===== config.mk =====
export PLATFORM = sky130hd
export DESIGN_NAME = irq_controller
export DESIGN_NICKNAME = d
export VERILOG_FILES = /design/src/rtl/irq_controller.sv
export SDC_FILE = /design/constraint.sdc
export NUM_CORES = 1
export LEC_CHECK = 0
export CAP_MARGIN = 5
export CORE_MARGIN = 3
export CORE_UTILIZATION = 45
export CTS_CLUSTER_SIZE = 14
export DETAILED_ROUTE_END_ITERATION = 8
export PLACE_DENSITY = 0.75
export SLEW_MARGIN = 20
export SYNTH_ARGS = -nofsm -noshare
export SYNTH_HDL_FRONTEND = slang
export SYNTH_SLANG_ARGS = --single-unit

===== constraint.sdc =====
create_clock -name clk -period 3.8 [get_ports clk]
set_input_delay 0.76 -clock clk [delete_from_list [all_inputs] [get_ports clk]]
set_output_delay 0.76 -clock clk [all_outputs]
set_load 0.01 [all_outputs]

===== src/rtl/irq_controller.sv =====
// Multi-channel interrupt controller: per-channel edge/level latching, masking,
// fixed-priority arbitration and a vectored IRQ/IRQAck/EOI handshake to the CPU.
module irq_controller #(
  parameter int N_CHAN = 8,
  parameter int VEC_W  = 12
) (
  input  logic              clk,
  input  logic              nRst,
  input  logic [N_CHAN-1:0] irqIn,
  input  logic              cfgWrEn,
  input  logic [5:0]        cfgAddr,
  input  logic [31:0]       cfgWrData,
  output logic [31:0]       cfgRdData,
  output logic              IRQ,
  output logic [VEC_W-1:0]  IRQn,
  input  logic              IRQAck
);

  typedef enum logic [1:0] {
    ST_IDLE = 2'd0,
    ST_REQ  = 2'd1,
    ST_SVC  = 2'd2
  } state_t;

  state_t             state_r;
  logic [4:0]         chan_r;
  logic               irq_r;
  logic [VEC_W-1:0]   irqn_r;
  logic [N_CHAN-1:0]  enable_r;
  logic [N_CHAN-1:0]  edge_r;
  logic [N_CHAN-1:0]  pending_r;
  logic [N_CHAN-1:0]  irq_prev_r;
  logic [VEC_W-1:0]   vector_r [N_CHAN];

  logic [N_CHAN-1:0]  cand_s;
  logic [N_CHAN-1:0]  grant_mask_s;
  logic [N_CHAN-1:0]  pending_next_s;
  logic               grant_valid_s;
  logic               grant_take_s;
  logic [4:0]         grant_chan_s;
  logic [VEC_W-1:0]   grant_vec_s;
  logic [VEC_W-1:0]   vec_rd_s;
  logic               wr_enable_s;
  logic               wr_edge_s;
  logic               wr_pending_s;
  logic               eoi_s;
  logic               unused_wdata;

  assign wr_enable_s  = cfgWrEn && (cfgAddr == 6'h00);
  assign wr_edge_s    = cfgWrEn && (cfgAddr == 6'h01);
  assign wr_pending_s = cfgWrEn && (cfgAddr == 6'h02);
  assign eoi_s        = cfgWrEn && (cfgAddr == 6'h04);
  assign cand_s       = pending_r & enable_r;
  assign grant_take_s = grant_valid_s && (state_r == ST_IDLE);
  assign unused_wdata = ^cfgWrData;

  assign IRQ  = irq_r;
  assign IRQn = irqn_r;

  // Fixed-priority pick: scanning downward lets the lowest-index candidate win.
  always_comb begin
    grant_valid_s = 1'b0;
    grant_chan_s  = 5'd0;
    grant_vec_s   = {VEC_W{1'b0}};
    for (int i = N_CHAN - 1; i >= 0; i--) begin
      grant_valid_s = cand_s[i] | grant_valid_s;
      grant_chan_s  = cand_s[i] ? 5'(i) : grant_chan_s;
      grant_vec_s   = cand_s[i] ? vector_r[i] : grant_vec_s;
    end
  end

  // One-hot of the channel being granted this edge, used to clear its edge latch.
  always_comb begin
    grant_mask_s = {N_CHAN{1'b0}};
    for (int i = 0; i < N_CHAN; i++) begin
      grant_mask_s[i] = grant_take_s && (grant_chan_s == 5'(i));
    end
  end

  // Next pending state: edge channels latch rises (set beats clear), level channels follow the line.
  always_comb begin
    pending_next_s = pending_r;
    for (int i = 0; i < N_CHAN; i++) begin
      if (edge_r[i]) begin
        pending_next_s[i] = (irqIn[i] & ~irq_prev_r[i]) |
                            (pending_r[i] & ~(wr_pending_s & cfgWrData[i]) & ~grant_mask_s[i]);
      end else begin
        pending_next_s[i] = irqIn[i];
      end
    end
  end

  // Vector readback for addresses 0x20+i; non-matching addresses leave it zero.
  always_comb begin
    vec_rd_s = {VEC_W{1'b0}};
    for (int i = 0; i < N_CHAN; i++) begin
      vec_rd_s = (cfgAddr == 6'(32 + i)) ? vector_r[i] : vec_rd_s;
    end
  end

  // Register read mux.
  always_comb begin
    cfgRdData = 32'd0;
    case (cfgAddr)
      6'h00: cfgRdData[N_CHAN-1:0] = enable_r;
      6'h01: cfgRdData[N_CHAN-1:0] = edge_r;
      6'h02: cfgRdData[N_CHAN-1:0] = pending_r;
      6'h03: begin
        if (state_r == ST_SVC) begin
          cfgRdData[31]  = 1'b1;
          cfgRdData[4:0] = chan_r;
        end else begin
          cfgRdData = 32'd0;
        end
      end
      default: cfgRdData[VEC_W-1:0] = vec_rd_s;
    endcase
  end

  // Configuration, pending latches and input history.
  always_ff @(posedge clk) begin
    if (nRst) begin
      enable_r   <= {N_CHAN{1'b0}};
      edge_r     <= {N_CHAN{1'b0}};
      pending_r  <= {N_CHAN{1'b0}};
      irq_prev_r <= {N_CHAN{1'b0}};
      for (int i = 0; i < N_CHAN; i++) begin
        vector_r[i] <= {VEC_W{1'b0}};
      end
    end else begin
      irq_prev_r <= irqIn;
      pending_r  <= pending_next_s;
      if (wr_enable_s) begin
        enable_r <= cfgWrData[N_CHAN-1:0];
      end
      if (wr_edge_s) begin
        edge_r <= cfgWrData[N_CHAN-1:0];
      end
      for (int i = 0; i < N_CHAN; i++) begin
        if (cfgWrEn && (cfgAddr == 6'(32 + i))) begin
          vector_r[i] <= cfgWrData[VEC_W-1:0];
        end
      end
    end
  end

  // Request handshake FSM; channel and vector are frozen once granted.
  always_ff @(posedge clk) begin
    if (nRst) begin
      state_r <= ST_IDLE;
      chan_r  <= 5'd0;
      irq_r   <= 1'b0;
      irqn_r  <= {VEC_W{1'b0}};
    end else begin
      case (state_r)
        ST_IDLE: begin
          if (grant_valid_s) begin
            chan_r  <= grant_chan_s;
            irqn_r  <= grant_vec_s;
            irq_r   <= 1'b1;
            state_r <= ST_REQ;
          end
        end
        ST_REQ: begin
          if (IRQAck) begin
            irq_r   <= 1'b0;
            state_r <= ST_SVC;
          end
        end
        ST_SVC: begin
          if (eoi_s) begin
            state_r <= ST_IDLE;
          end
        end
        default: begin
          irq_r   <= 1'b0;
          state_r <= ST_IDLE;
        end
      endcase
    end
  end

endmodule


==> impl_metrics.env <==
export IMPL_p_sw_share_pct=23.2
export IMPL_cts_tree="yes"
export IMPL_hold_start="enable_r[7]"
export IMPL_vdd_drop_max_v=0.000295
export IMPL_grt_pass1_wl_um=32200
export IMPL_netlist_area_mm2=0.00741
export IMPL_p_seq_share_pct=49.3
export IMPL_clk_insertion_delay_late_ns=0.43
export IMPL_place_congestion=0.918
export IMPL_cp_top_family="buffers and inverters"
export IMPL_fill_cells=1362
export IMPL_synth_top_area_cell="edfxtp_1"
export IMPL_min_period_ns=3.75
export IMPL_ioPinCount=95
export IMPL_cts_path_max_buffers=2
export IMPL_design_die_area_mm2=0.0180
export IMPL_cpMaxStageDelayCell="clkdlybuf4s50_1"
export IMPL_cts_root_buf="clkbuf_16"
export IMPL_synth_cells=730
export IMPL_grt_ovfl_total=0
export IMPL_status="completed"
export IMPL_routed_wl_um=21400
export IMPL_drt_iter0_drc=764
export IMPL_fin_crit_sh_pct=98.6
export IMPL_worst_path_buf_inv=4
export IMPL_antenna_found_initial=0
export IMPL_die_h_um=134
export IMPL_cts_sinks=146
export IMPL_p_per_area_mw_per_mm2=413
export IMPL_setup_tns_final_ns=0
export IMPL_startpoint_type="input port"
export IMPL_wl_per_cell_um=20.8
export IMPL_num_vias=6233
export IMPL_path_clk_slew_ns=0.05
export IMPL_ys_types=59
export IMPL_h_tree_depth=4
export IMPL_end_kind="primary output"
export IMPL_hold_viol_final=0
export IMPL_max_slew_margin_pct=38.6
export IMPL_numPortBuffers=55
export IMPL_intPower_mw=2.84
export IMPL_die_x_um=134
export IMPL_cts_buffers=17
export IMPL_fmax_mhz=267
export IMPL_synth_area_leaders="edfxtp_1, dfxtp_1, nor2_1, mux2i_1, nand2_1"
export IMPL_arrival_ns=2.99
export IMPL_area_growth_syn_to_layout_pct=20.7
export IMPL_path_max_fanout=5
export IMPL_drv_cap=0
export IMPL_max_stage_delay_ns=0.53
export IMPL_p_sw_mw=0.857
export IMPL_synth_edf_count=96
export IMPL_synth_common_cells="nor2_1, edfxtp_1, nand2_1"
export IMPL_hpwl_um=15000
export IMPL_rsz0062_at_grt="no"
export IMPL_final_area_mm2=0.00894
export IMPL_ys_warn_count=0
export IMPL_drc_errors=0
export IMPL_drt_pass1_iter_count=5
export IMPL_postPlaceCellArea_mm2=0.00832
export IMPL_r2r_start="pending_r[6]"
export IMPL_finish_utilization_pct=55.9
export IMPL_grt_max_degree=37
export IMPL_worst_pin_slew_ns=0.918
export IMPL_grt_usage_pct=23.4
export IMPL_drive_gt1_share_pct=13.2
export IMPL_syn_area_per_cell_um2=10.1
export IMPL_hold_buffers=0
export IMPL_drt_antenna_violating_nets=0
export IMPL_synth_top_area_share_pct=38.9
export IMPL_finalClockSkew_ns=0.0169
export IMPL_grt_pass1_vias=5893
export IMPL_crit_chain="clkdlybuf4s50_1 > buf_4 > nor2b_1 > nand3b_1 > buf_4 > nor4b_1 > a221oi_1 > nand2_1 > clkdlybuf4s50_1"
export IMPL_setup_viol=0
export IMPL_crit_type="in2out"
export IMPL_async_flop_share_pct=0
export IMPL_final_nets=850
export IMPL_yosysMostFrequentCell="nor2_1"
export IMPL_core_area_mm2=0.0160
export IMPL_p_clk_share_pct=42.6
export IMPL_rows=46
export IMPL_required_ns=3.04
export IMPL_synthFlopType="edfxtp_1"
export IMPL_antenna_cells=0
export IMPL_holdCritPathClass="reg2reg"
export IMPL_p_leak_nw=3.22
export IMPL_p_comb_share_pct=8.2
export IMPL_ys_ff_latch=146
export IMPL_start_util_pct=46.3
export IMPL_seq_area_frac_synth_pct=52.4
export IMPL_viasPerCell=6.06
export IMPL_drv_slew=0
export IMPL_startpoint="cfgAddr[5]"
per-layer routing:
metal,track usage [%],routed length [um],up-vias
met5,0,0,-
met4,11.0,737,0
met3,4.69,2070,60
met2,36.5,9880,378
met1,31.5,8720,2966
li1,-,-,2829
power by group through the flow:
stage | Clock, mW | Sequential [mW] | Combinational (mW)
after floorplan | 0 | 1.83 | 0.178
after global placement | 0 | 1.85 | 0.290
after detailed placement | 0 | 1.85 | 0.294
after CTS | 1.58 | 1.82 | 0.296
after global routing | 1.63 | 1.83 | 0.322
final | 1.57 | 1.82 | 0.301
flip-flops by register name (all words and copies together) (netlist names):
name and flops:
state_r 2, pending_r 8, IRQn 12, vector_r 96, irq_prev_r 8, enable_r 8, edge_r 8, chan_r 3
IRQ 1
timing repair:
item | 4_1_cts | 5_1_grt
gates resized for setup | 12 | 7
hold endpoints to repair | 0 | 0
setup buffers | 1 | 3
setup endpoints to repair | 9 | 5
pin swaps | 0 | 2
tightest hold or removal path, cell delays in order (launching register included):
cell and delay (ns):
dfxtp_1 0.31, nand2_1 0.05, a21oi_1 0.05
placed cells by master, fill, tap and decap left out, types with 12 or more instances in the layout:
cell             Yosys  final
a211oi_1            15     14
a21oi_1             32     32
a221oi_1            18     18
a311oi_1            12     12
buf_4               19     49
clkbuf_16            0     17
clkdlybuf4s50_1      0     43
conb_1               1     19
dfxtp_1             50     50
edfxtp_1            96     96
inv_1               13     13
mux2i_1             32     32
nand2_1             51     50
nand2b_1            23     23
nand3_1             14     14
nor2_1             120    120
nor2b_1             14     14
nor3_1              18     17
o21ai_0             26     24
logic make-up (layout without fill, tap and decap cells):
group,count (synthesis),count (layout),synth area share (%)
DFF,146,146,52.4
and+or+nand+nor,281,281,17.9
buffers and inverters,86,151,5.49
AOI/OAI and AO/OA,175,175,17.1
muxes,41,41,6.96
other,1,19,0.0506
path summary, 6_finish.rpt:
kind              cells after the start  slack (ns)            to
setup / recovery                      9        0.05  cfgRdData[0]
hold / removal                        2        0.47   enable_r[7]
setup reg to reg                      5        1.25  pending_r[7]
hold reg to reg                       2        0.47   enable_r[7]
final cells by class:
| class | instances | area, um^2 | share of cell area [%] |
|---|---|---|---|
| Clock buffer | 22 | 474 | 5.30 |
| Multi-Input combinational cell | 516 | 3250 | 36.4 |
| Sequential cell | 146 | 3880 | 43.4 |
| Tap cell | 216 | 270 | 3.02 |
| Inverter | 13 | 48.8 | 0.546 |
| Clock inverter | 10 | 82.6 | 0.923 |
| Timing Repair Buffer | 106 | 932 | 10.4 |
metrics by stage:
| stage | setup WS [ns] | hold slack, ns | power [mW] | instances |
|---|---|---|---|---|
| 2_1_floorplan | 0.621 | 0.443 | 2.01 | 748 |
| 3_3_place_gp | -0.309 | 0.452 | 2.14 | 993 |
| 3_5_place_dp | -0.334 | 0.455 | 2.14 | 993 |
| 4_1_cts | 0.00229 | 0.462 | 3.69 | 1026 |
| 5_1_grt | 0.00677 | 0.508 | 3.78 | 1029 |
| 6_report | 0.0523 | 0.465 | 3.70 | 1029 |
No activity file was read; power rests on OpenSTA's default activity.
